### config.mk
export PLATFORM = sky130hd
export DESIGN_NAME = li_credit_arbiter
export DESIGN_NICKNAME = d
export VERILOG_FILES = /design/src/rtl/li_credit_arbiter.sv
export SDC_FILE = /design/constraint.sdc
export NUM_CORES = 1
export LEC_CHECK = 0
export CAP_MARGIN = 20
export CORE_UTILIZATION = 38
export DETAILED_ROUTE_END_ITERATION = 8
export PLACE_DENSITY = 0.79
export SKIP_CTS_REPAIR_TIMING = 1
export SKIP_LAST_GASP = 1
export SLEW_MARGIN = 15
export SYNTH_ARGS = -nofsm -noshare
export SYNTH_HDL_FRONTEND = slang
export SYNTH_SLANG_ARGS = --single-unit
### constraint.sdc
create_clock -name clock -period 4.3 [get_ports clock]
set_input_delay 0.86 -clock clock [delete_from_list [all_inputs] [get_ports clock]]
set_output_delay 0.86 -clock clock [all_outputs]
set_load 0.02 [all_outputs]
### src/rtl/li_credit_arbiter.sv
// Round-robin arbiter sharing one credit-flow-controlled link between N_REQ senders.
// Winner's word is registered onto the link; a credit counter tracks free receiver slots.
module li_credit_arbiter #(
   parameter int unsigned DATA_WIDTH = 16,
   parameter int unsigned N_REQ      = 4,
   parameter int unsigned CREDITS    = 8,
   parameter int unsigned SRC_W      = $clog2(N_REQ)
) (
   input  logic                          clock,
   input  logic                          reset,
   input  logic [N_REQ*DATA_WIDTH-1:0]   i_data,
   input  logic [N_REQ-1:0]              i_valid,
   output logic [N_REQ-1:0]              o_li_feedback,
   output logic signed [DATA_WIDTH-1:0]  o_data,
   output logic                          o_valid,
   output logic [SRC_W-1:0]              o_src,
   input  logic                          i_li_feedback,
   output logic                          o_credit_err
);

   localparam int unsigned CNT_W = $clog2(CREDITS + 1);
   localparam logic [CNT_W-1:0] CNT_FULL  = CNT_W'(CREDITS);
   localparam logic [CNT_W-1:0] CNT_ONE   = CNT_W'(1);
   localparam logic [SRC_W-1:0] SRC_LAST  = SRC_W'(N_REQ - 1);
   localparam logic [SRC_W-1:0] SRC_ONE   = SRC_W'(1);
   localparam logic [SRC_W:0]   N_REQ_EXT = (SRC_W + 1)'(N_REQ);

   // Handshake: requester k transfers its word in any cycle where i_valid[k] and
   // o_li_feedback[k] are both high; it must hold word and valid until then.
   // The link side has no ready: o_valid pushes, and flow control is purely by credits.

   logic [CNT_W-1:0]      cnt_q, cnt_d;
   logic [SRC_W-1:0]      ptr_q, ptr_d;
   logic [DATA_WIDTH-1:0] data_q, data_d;
   logic                  valid_q, valid_d;
   logic [SRC_W-1:0]      src_q, src_d;
   logic                  err_q, err_d;

   logic [DATA_WIDTH-1:0] words [N_REQ];
   logic                  can_send;
   logic                  grant_found;
   logic [SRC_W-1:0]      grant_idx;
   logic [SRC_W:0]        cand;
   logic                  send;
   logic                  ret;

   for (genvar k = 0; k < int'(N_REQ); k++) begin : g_words
      assign words[k] = i_data[k*DATA_WIDTH +: DATA_WIDTH];
   end

   assign can_send = (cnt_q != '0) && !reset;

   // First valid requester at or after ptr, wrapping modulo N_REQ.
   always_comb begin
      grant_found = 1'b0;
      grant_idx   = '0;
      cand        = '0;
      for (int i = 0; i < int'(N_REQ); i++) begin
         cand = {1'b0, ptr_q} + (SRC_W + 1)'(i);
         if (cand >= N_REQ_EXT) begin
            cand = cand - N_REQ_EXT;
         end
         if (!grant_found && i_valid[cand[SRC_W-1:0]]) begin
            grant_found = 1'b1;
            grant_idx   = cand[SRC_W-1:0];
         end
      end
   end

   always_comb begin
      o_li_feedback = '0;
      if (can_send && grant_found) begin
         o_li_feedback[grant_idx] = 1'b1;
      end
   end

   assign send = can_send && grant_found;
   assign ret  = i_li_feedback;

   always_comb begin
      ptr_d   = ptr_q;
      data_d  = data_q;
      src_d   = src_q;
      valid_d = 1'b0;
      if (send) begin
         ptr_d   = (grant_idx == SRC_LAST) ? '0 : grant_idx + SRC_ONE;
         data_d  = words[grant_idx];
         src_d   = grant_idx;
         valid_d = 1'b1;
      end
   end

   // A return with the counter already full is a protocol error; the count saturates.
   always_comb begin
      cnt_d = cnt_q;
      err_d = err_q;
      case ({send, ret})
         2'b10: cnt_d = cnt_q - CNT_ONE;
         2'b01: begin
            if (cnt_q == CNT_FULL) begin
               err_d = 1'b1;
            end else begin
               cnt_d = cnt_q + CNT_ONE;
            end
         end
         default: cnt_d = cnt_q;
      endcase
   end

   always_ff @(posedge clock) begin
      if (reset) begin
         cnt_q   <= CNT_FULL;
         ptr_q   <= '0;
         data_q  <= '0;
         valid_q <= 1'b0;
         src_q   <= '0;
         err_q   <= 1'b0;
      end else begin
         cnt_q   <= cnt_d;
         ptr_q   <= ptr_d;
         data_q  <= data_d;
         valid_q <= valid_d;
         src_q   <= src_d;
         err_q   <= err_d;
      end
   end

   assign o_data       = data_q;
   assign o_valid      = valid_q;
   assign o_src        = src_q;
   assign o_credit_err = err_q;

endmodule

======== After elaboration in Yosys (flattened, before gate mapping) ========
Cells that the tools add are included.
word-level totals
  logic and storage cells ................. 77
  RAM bits ................................ 0
  latch bits .............................. 0
  output and inout bits ................... 24
  register bits ........................... 26
  input port bits ......................... 71
  memories kept ........................... 0
  ROM bits ................................ 0
operators by class
  multiplexer cells ....................... 30
  divide/modulo/power cells ............... 0
  $mul .................................... 0
  equal/unequal tests ..................... 5
  shift operators ......................... 0
  bitwise operators ....................... 1
  $lt $le $gt $ge ......................... 11
  reductions and logical operators ........ 14
  add/subtract/negate cells ............... 10
operators with widths
  kind                 number
  $bmux 16 s2          1
  $mux 16              2
  $mux 2               9
  $lt 2x3->1 const B   5
  $ge 3x3->1 const B   4
  $mux 1               10
  $bmux 1 s2           4
  $mux 4               2
  $pmux 4 s2           1
  $sub 2x1->2 const B  4
  $add 2x2->3 const B  2
  $logic_and 1x1->1    6
  $add 4x1->4 const B  1
  $eq 2x2->1 const B   2
  $eq 4x4->1 const B   1
  $logic_not 1->1      4
  $reduce_and 2->1     2
  $reduce_bool 4->1    1
  $sub 4x1->4 const B  1
  $add 2x1->3 const B  1
  $ge 2x3->1 const B   1
  $not 2->3            1
  $add 2x1->2 const B  1
  $demux 1 s2          1
  4 further kinds      4

======== Logic depth before layout (Yosys ltp) ========
Gate-level depths: netlist of the first run.
  depth in word-level cells ............... 19
  gate-level depth with buffers ........... 11

======== Worst setup path after synthesis of the first run ========
No wires, ideal clock.
  path kind ............................... input to register
  start point ............................. input port i_valid[0]
  end point ............................... register cnt_q[3]
  data required time ...................... 4.218 ns
  cell stages on the path ................. 11
  slack ................................... 0.869 ns
  data arrival time ....................... 3.349 ns
  buffers on the path ..................... 2
  path through ............................ nor4_1 or3_1 clkbuf_1 clkbuf_1 nand2_1 ha_1 a21o_1 a21o_1 or3_1 o21a_1 o2111ai_1
on the way
  word-level cells in the longest chain between the ends .. 16
  elaborated cells between the ends (all ways) .. 25
  classes of those cells .................. eq/ne (3); mux (13); reduce/logical (9)
RTL lines
  element                                                           RTL line  text
  start: declaration                                                12        input logic [N_REQ-1:0] i_valid,
  $bmux 1 s2                                                        63        if (!grant_found && i_valid[cand[SRC_W-1:0]]) begin
  $mux 1 (not written as such)                                      63
  $mux 1                                                            63
  $logic_not 1->1                                                   63
  $logic_and 1x1->1                                                 63
  $mux 1                                                            63
  $logic_not 1->1                                                   63
  $logic_and 1x1->1                                                 63
  $mux 1                                                            63
  $logic_not 1->1                                                   63
  $logic_and 1x1->1                                                 63
  $mux 1 *                                                          63
  $logic_and 1x1->1 *                                               77        assign send = can_send && grant_found;
  $eq 2x1->1 or $eq 2x2->1 (tied branches)                          97        case ({send, ret})
  $ne 2x2->1 (no source line) or $reduce_bool 2->1 (tied branches)  --
  $reduce_and 2->1 (no source line)                                 --
  end signal: assignment                                            119       cnt_q <= cnt_d;
  end: declaration                                                  32        logic [CNT_W-1:0] cnt_q, cnt_d;
Mark *: on every way between the ends. The rest lies on a longest branch, timed or not. The select of a mux whose other input is x is not followed.
A chain may end at the register's enable or synchronous reset.

======== Worst setup path in the final report of the first run ========
  start point ............................. input port i_valid[0]
  end point ............................... output port o_li_feedback[3]
on the way
  word-level cells in the longest chain between the ends .. 17
  elaborated cells between the ends (all ways) .. 29
  classes of those cells .................. order compare (2); mux (19); reduce/logical (8)
RTL lines
  element                                                         RTL line  text
  $bmux 1 s2                                                      63
  $mux 1 (not written as such)                                    63
  $mux 1                                                          63
  $logic_not 1->1                                                 63
  $logic_and 1x1->1                                               63
  $mux 1                                                          63
  $logic_not 1->1                                                 63
  $logic_and 1x1->1                                               63
  $mux 1                                                          63
  $logic_not 1->1                                                 63
  $logic_and 1x1->1                                               63
  $mux 2                                                          63
  $lt 2x3->1 (not written as such) or $ge 2x1->1 (tied branches)  73        o_li_feedback[grant_idx] = 1'b1;
  $logic_and 1x1->1 (not written as such)                         73
  $mux 1 (not written as such)                                    73
  $demux 1 s2                                                     73
  $mux 4 *                                                        72        if (can_send && grant_found) begin
  end: declaration                                                13        output logic [N_REQ-1:0] o_li_feedback,
Marks and branches as above.

==> results_dict.tcl, run 1 <==
set metrics [dict create \
    status "finished, final reports clean" \
    synth_seq_cells 26 \
    endpoint_kind "output pin" \
    min_path_type "register to register" \
    core.rowCount 23 \
    grtUsageTotal_pct 21.9 \
    setup_violations 0 \
    wl_per_cell_um 15.6 \
    power_density_mw_per_mm2 498 \
    grt_pass1_vias 1703 \
    die_y_um 68.4 \
    ant_nets 0 \
    preCtsSetupSlack_ns 0.176 \
    synth_edf_count 0 \
    path_cells "clkdlybuf4s50_1 > a21oi_1 > o21a_1 > o22ai_1 > inv_2 > ha_1 > and2_1 > clkdlybuf4s50_1" \
    dr.pass1.iters 4 \
    dieWidth_um 68.4 \
    fin_ws_ns 0.310 \
    cts_tree "done" \
    dpl-instance-area_sq_mm 0.00268 \
    synthTopCellsByArea "dfxtp_1, nand3_1, mux2i_1, a211o_1, ha_1" \
    crit_type "input pin to output pin" \
    grt_pass1_wl_mm 7.71 \
    synthCells 188 \
    crit_arrival_ns 3.13 \
    ff2ff_path_depth 10 \
    antenna_found_initial 0 \
    cap_violations 0 \
    synth_common_cells "dfxtp_1, nand3_1, nand2_1" \
    drc 0 \
    min_path_cells 2 \
    grt_max_degree 30 \
    port_buffers 94 \
    synthArstFlopShare_pct 0 \
    cpMaxStageDelayCell "clkdlybuf4s50_1" \
    grt_overflow 0 \
    dp_cells 328 \
    cts_root_buf "clkbuf_8" \
    vdd_drop_max_mv 0.194 \
    max_slew_margin_pct 59.5 \
    io_pins 95 \
    clk_pin_slew_worst_paths_ns 0.09 \
    syn_avg_cell_area_sq_um 8.91 \
    yosysMostFrequentCell "dfxtp_1" \
    rsz0062_at_grt "no" \
    yosysTopAreaCell "dfxtp_1" \
    drive_above_1_share_pct 8.90 \
    place_congestion 0.769 \
    syn_area_sq_mm 0.00168 \
    nets 361 \
    min_period_over_period_pct 92.8 \
    cellLeakagePower_nw 1.08 \
    cts_buffers 3 \
    finalPower_mw 1.35 \
    worst_pin_slew_ns 0.602 \
    start_util_pct 40.7 \
    clock_skew_ns 0.00152 \
    final_area_sq_mm 0.00272 \
    fmax_ghz 0.251 \
    core_sq_mm 0.00412 \
    yosysSeqAreaShare_pct 31.1 \
    synth_top_area_share_pct 31.1 \
    via_count 1857 \
    area_growth_pct 62.3 \
    cts_sinks 26 \
    finalSetupTns_ns 0 \
    worstPathRequired_ns 3.44 \
    dieArea_sq_mm 0.00468 \
    diodes 0 \
    insertion_delay_ns 0.27 \
    maxSlewViolCount 0 \
    synth_cell_types 45 \
    cpPeakStageDelay_ns 0.58 \
    dp_hpwl_mm 3.86 \
    drt_iter0_drc 92 \
    avgViaCountPerCell 5.61 \
    clockBufferDepth 2 \
    utilization_pct 66.1 \
    holdWs_ns 0.456 \
    period_minus_slack_ns 3.99 \
    path_common_cell "clkdlybuf4s50_1" \
    report.final.hold_viol_count 0 \
    stdcell_count 331 \
    cts_htree_levels 1 \
    nFillCells 352 \
    yosys_warnings 0 \
    critPathLaunchType "input pin" \
    cp_max_fo 9 \
    wl_mm 5.17 \
    synth_nets 266 \
    synth-main-ff-cell "dfxtp_1" \
]
[worst max-delay path, delay by kind of cell]
kind            cells  cell delay [ns]
simple gates        1             0.14
fa+ha+maj           1             0.22
compound gates      3             0.62
buf+inv             3             1.29
[final timing paths]
check                                            from               endpoint  slack (ns)
worst max-delay path                       i_valid[0]       o_li_feedback[3]        0.31
worst min-delay path            o_src[0]$_SDFFE_PP0P_  o_src[0]$_SDFFE_PP0P_        0.46
worst max register to register  cnt_q[1]$_SDFFE_PP0P_  cnt_q[3]$_SDFFE_PP1P_        1.60
worst min register to register  o_src[0]$_SDFFE_PP0P_  o_src[0]$_SDFFE_PP0P_        0.46
[metal layers]
| layer | track usage, % | vias to the layer above | share of wire (%) |
|---|---|---|---|
| li1 | - | 898 | - |
| met2 | 38.4 | 87 | 49 |
| met1 | 26.3 | 864 | 42 |
| met5 | 0 | - | 0 |
| met3 | 5.50 | 8 | 8.6 |
| met4 | 5.73 | 0 | 0.85 |
[power by group]
part           leakage (nW)  internal (mW)  switching [mW]
Sequential            0.217          0.337          0.0682
Clock                0.0216         0.0629          0.0781
Combinational         0.837          0.408           0.399
[sequential cells by signal, indices dropped and copies added (netlist names)]
name and flops:
o_data 16, cnt_q 4, o_src 2, ptr_q 2, o_credit_err 1, o_valid 1
[cell usage in the layout, fill, tap and decap left out, drive strengths merged, types with 2 or more instances in the layout]
cell and n:
clkbuf 3, a21oi 6, o22ai 2, a211o 9
nor4 2, buf 7, nor2 8, xnor2 2
nand3 23, clkdlybuf4s50 94, and2 4, or3 2
and3 3, a2111oi 3, mux2i 11, a311oi 3
mux2 4, o21a 2, a21o 3, o211ai 9
o21ai 11, nand2 15, inv 5, nor2b 4
dfxtp 26, ha 6, mux4 4
[layout make-up]
cell class | instances | area [sq um] | area share [%]
clock buffer | 3 | 41.3 | 1.52
multi-input combinational | 146 | 1080 | 39.8
inverter | 5 | 18.8 | 0.690
timing repair buffer | 101 | 993 | 36.5
tap | 50 | 62.6 | 2.30
sequential | 26 | 520 | 19.1
[logic make-up after synthesis]
kind of cell    Yosys count  share of synthesized area [%]
simple gates             65                           19.7
compound gates           53                           23.1
flops                    26                           31.1
mux                      19                           15.1
buf+inv                  16                           4.33
fa+ha+maj                 7                           5.68
xor+xnor                  2                           1.05
No activity file was read; power rests on OpenSTA's default activity.
==> run 2: changes to the inputs <==
Settings changed: CORE_ASPECT_RATIO from default to 0.5.
==> results_dict.tcl, run 2 (synthesized netlist as in run 1, its figures left out) <==
set metrics [dict create \
    final_common_cell "clkdlybuf4s50_1" \
    grtUsageTotal_pct 22.3 \
    drc 0 \
    cap_violations 0 \
    status "finished, final reports clean" \
    place_congestion 0.761 \
    wl_per_cell_um 15.3 \
    grt_max_degree 30 \
    period_minus_slack_ns 3.99 \
    report.final.hold_viol_count 0 \
    grt_pass1_vias 1771 \
    worst_pin_slew_ns 0.550 \
    crit_arrival_ns 3.13 \
    area_growth_pct 63.0 \
    setup_violations 0 \
    path_common_cell "clkdlybuf4s50_1" \
    path_cells "clkdlybuf4s50_1 > a21oi_1 > o21a_1 > o22ai_1 > inv_2 > ha_1 > and2_1 > clkdlybuf4s50_1" \
    holdWs_ns 0.445 \
    cp_max_fo 10 \
    critPathLaunchType "input pin" \
    p_clk_share_pct 11.4 \
    cts_root_buf "clkbuf_8" \
    fmax_ghz 0.251 \
    vdd_drop_max_mv 0.225 \
    cts_htree_levels 1 \
    dr.pass1.iters 4 \
    start_util_pct 41.2 \
    finalSetupTns_ns 0 \
    combinationalPowerShare_pct 58.7 \
    min_period_over_period_pct 92.7 \
    seqPwrFrac_pct 29.9 \
    min_path_type "register to register" \
    dieWidth_um 95.9 \
    dp_hpwl_mm 3.91 \
    cts_buffers 3 \
    drt_iter0_drc 93 \
    crit_type "input pin to output pin" \
    ant_nets 0 \
    wl_mm 5.14 \
    core_sq_mm 0.00406 \
    grt_overflow 0 \
    nets 360 \
    via_count 1828 \
    die_y_um 49.0 \
    swShare_pct 39.7 \
    cts_tree "done" \
    cellLeakagePower_nw 1.08 \
    max_slew_margin_pct 62.9 \
    dieArea_sq_mm 0.00469 \
    diodes 0 \
    io_pins 95 \
    cts_sinks 26 \
    nFillCells 322 \
    antenna_found_initial 0 \
    maxSlewViolCount 0 \
    clock_skew_ns 0.00814 \
    port_buffers 94 \
    power_switching_uw 542 \
    core.rowCount 16 \
    rsz0062_at_grt "no" \
    largest_reg_flops 16 \
    drive_above_1_share_pct 8.90 \
    avgViaCountPerCell 5.46 \
    intPower_uw 823 \
    insertion_delay_ns 0.27 \
    cpMaxStageDelayCell "clkdlybuf4s50_1" \
    final_cell_mix "clkdlybuf4s50_1, dfxtp_1, nand3_1" \
    power_density_mw_per_mm2 500 \
    grt_pass1_wl_mm 8.07 \
    clockBufferDepth 2 \
    worstPathRequired_ns 3.44 \
    cpPeakStageDelay_ns 0.56 \
    clk_pin_slew_worst_paths_ns 0.09 \
    endpoint_kind "output pin" \
]
[run 2: area by class of cell]
cell class | count | area, sq um | area share [%]
clock buffer | 4 | 55.1 | 2.02
inverter | 5 | 18.8 | 0.687
multi-input combinational | 146 | 1080 | 39.6
sequential | 26 | 520 | 19.1
tap | 54 | 67.6 | 2.47
timing repair buffer | 100 | 986 | 36.1
[run 2: path summary, 6_finish.rpt]
check / from / to / slack [ns] / cells after the start
max: i_valid[0] / o_li_feedback[2] / 0.31 / 8
min: o_src[1]$_SDFFE_PP0P_ / o_src[1]$_SDFFE_PP0P_ / 0.45 / 2
max reg2reg: cnt_q[1]$_SDFFE_PP0P_ / cnt_q[3]$_SDFFE_PP1P_ / 1.58 / 10
min reg2reg: o_src[1]$_SDFFE_PP0P_ / o_src[1]$_SDFFE_PP0P_ / 0.45 / 2
[run 2: power groups by stage]
stage / logic (mW) / clock network, mW / registers (mW)
floorplan: 0.401 / 0 / 0.491
global placement: 0.785 / 0 / 0.407
detailed placement: 0.802 / 0 / 0.412
CTS: 0.805 / 0.161 / 0.408
global route: 0.867 / 0.171 / 0.421
finish: 0.802 / 0.155 / 0.408
[run 2: stage by stage]
step	setup WS (ns)	total power [mW]	area, sq um	cells	util (%)
detailed placement	0.0697	1.21	2680	331	65.8
finish	0.313	1.37	2730	335	67.2
floorplan	0.869	0.893	1680	188	-
global route	0.184	1.46	2730	335	67.2
global placement	0.221	1.19	2680	331	65.8
CTS	0.0608	1.37	2730	335	67.2
[run 2: metal layers]
metal | vias to the layer above | GRT usage [%] | routed length [um]
li1 | 901 | - | -
met1 | 854 | 27.0 | 2110
met2 | 67 | 40.7 | 2670
met3 | 6 | 4.52 | 298
met4 | 0 | 4.73 | 62
met5 | - | 0 | 0
[run 2: critical path, delay by kind of cell]
kind                       cells  cell delay [ns]
adders and majority gates      1             0.22
AOI/OAI and AO/OA              3             0.61
buffers and inverters          3             1.28
and+or+nand+nor                1             0.14
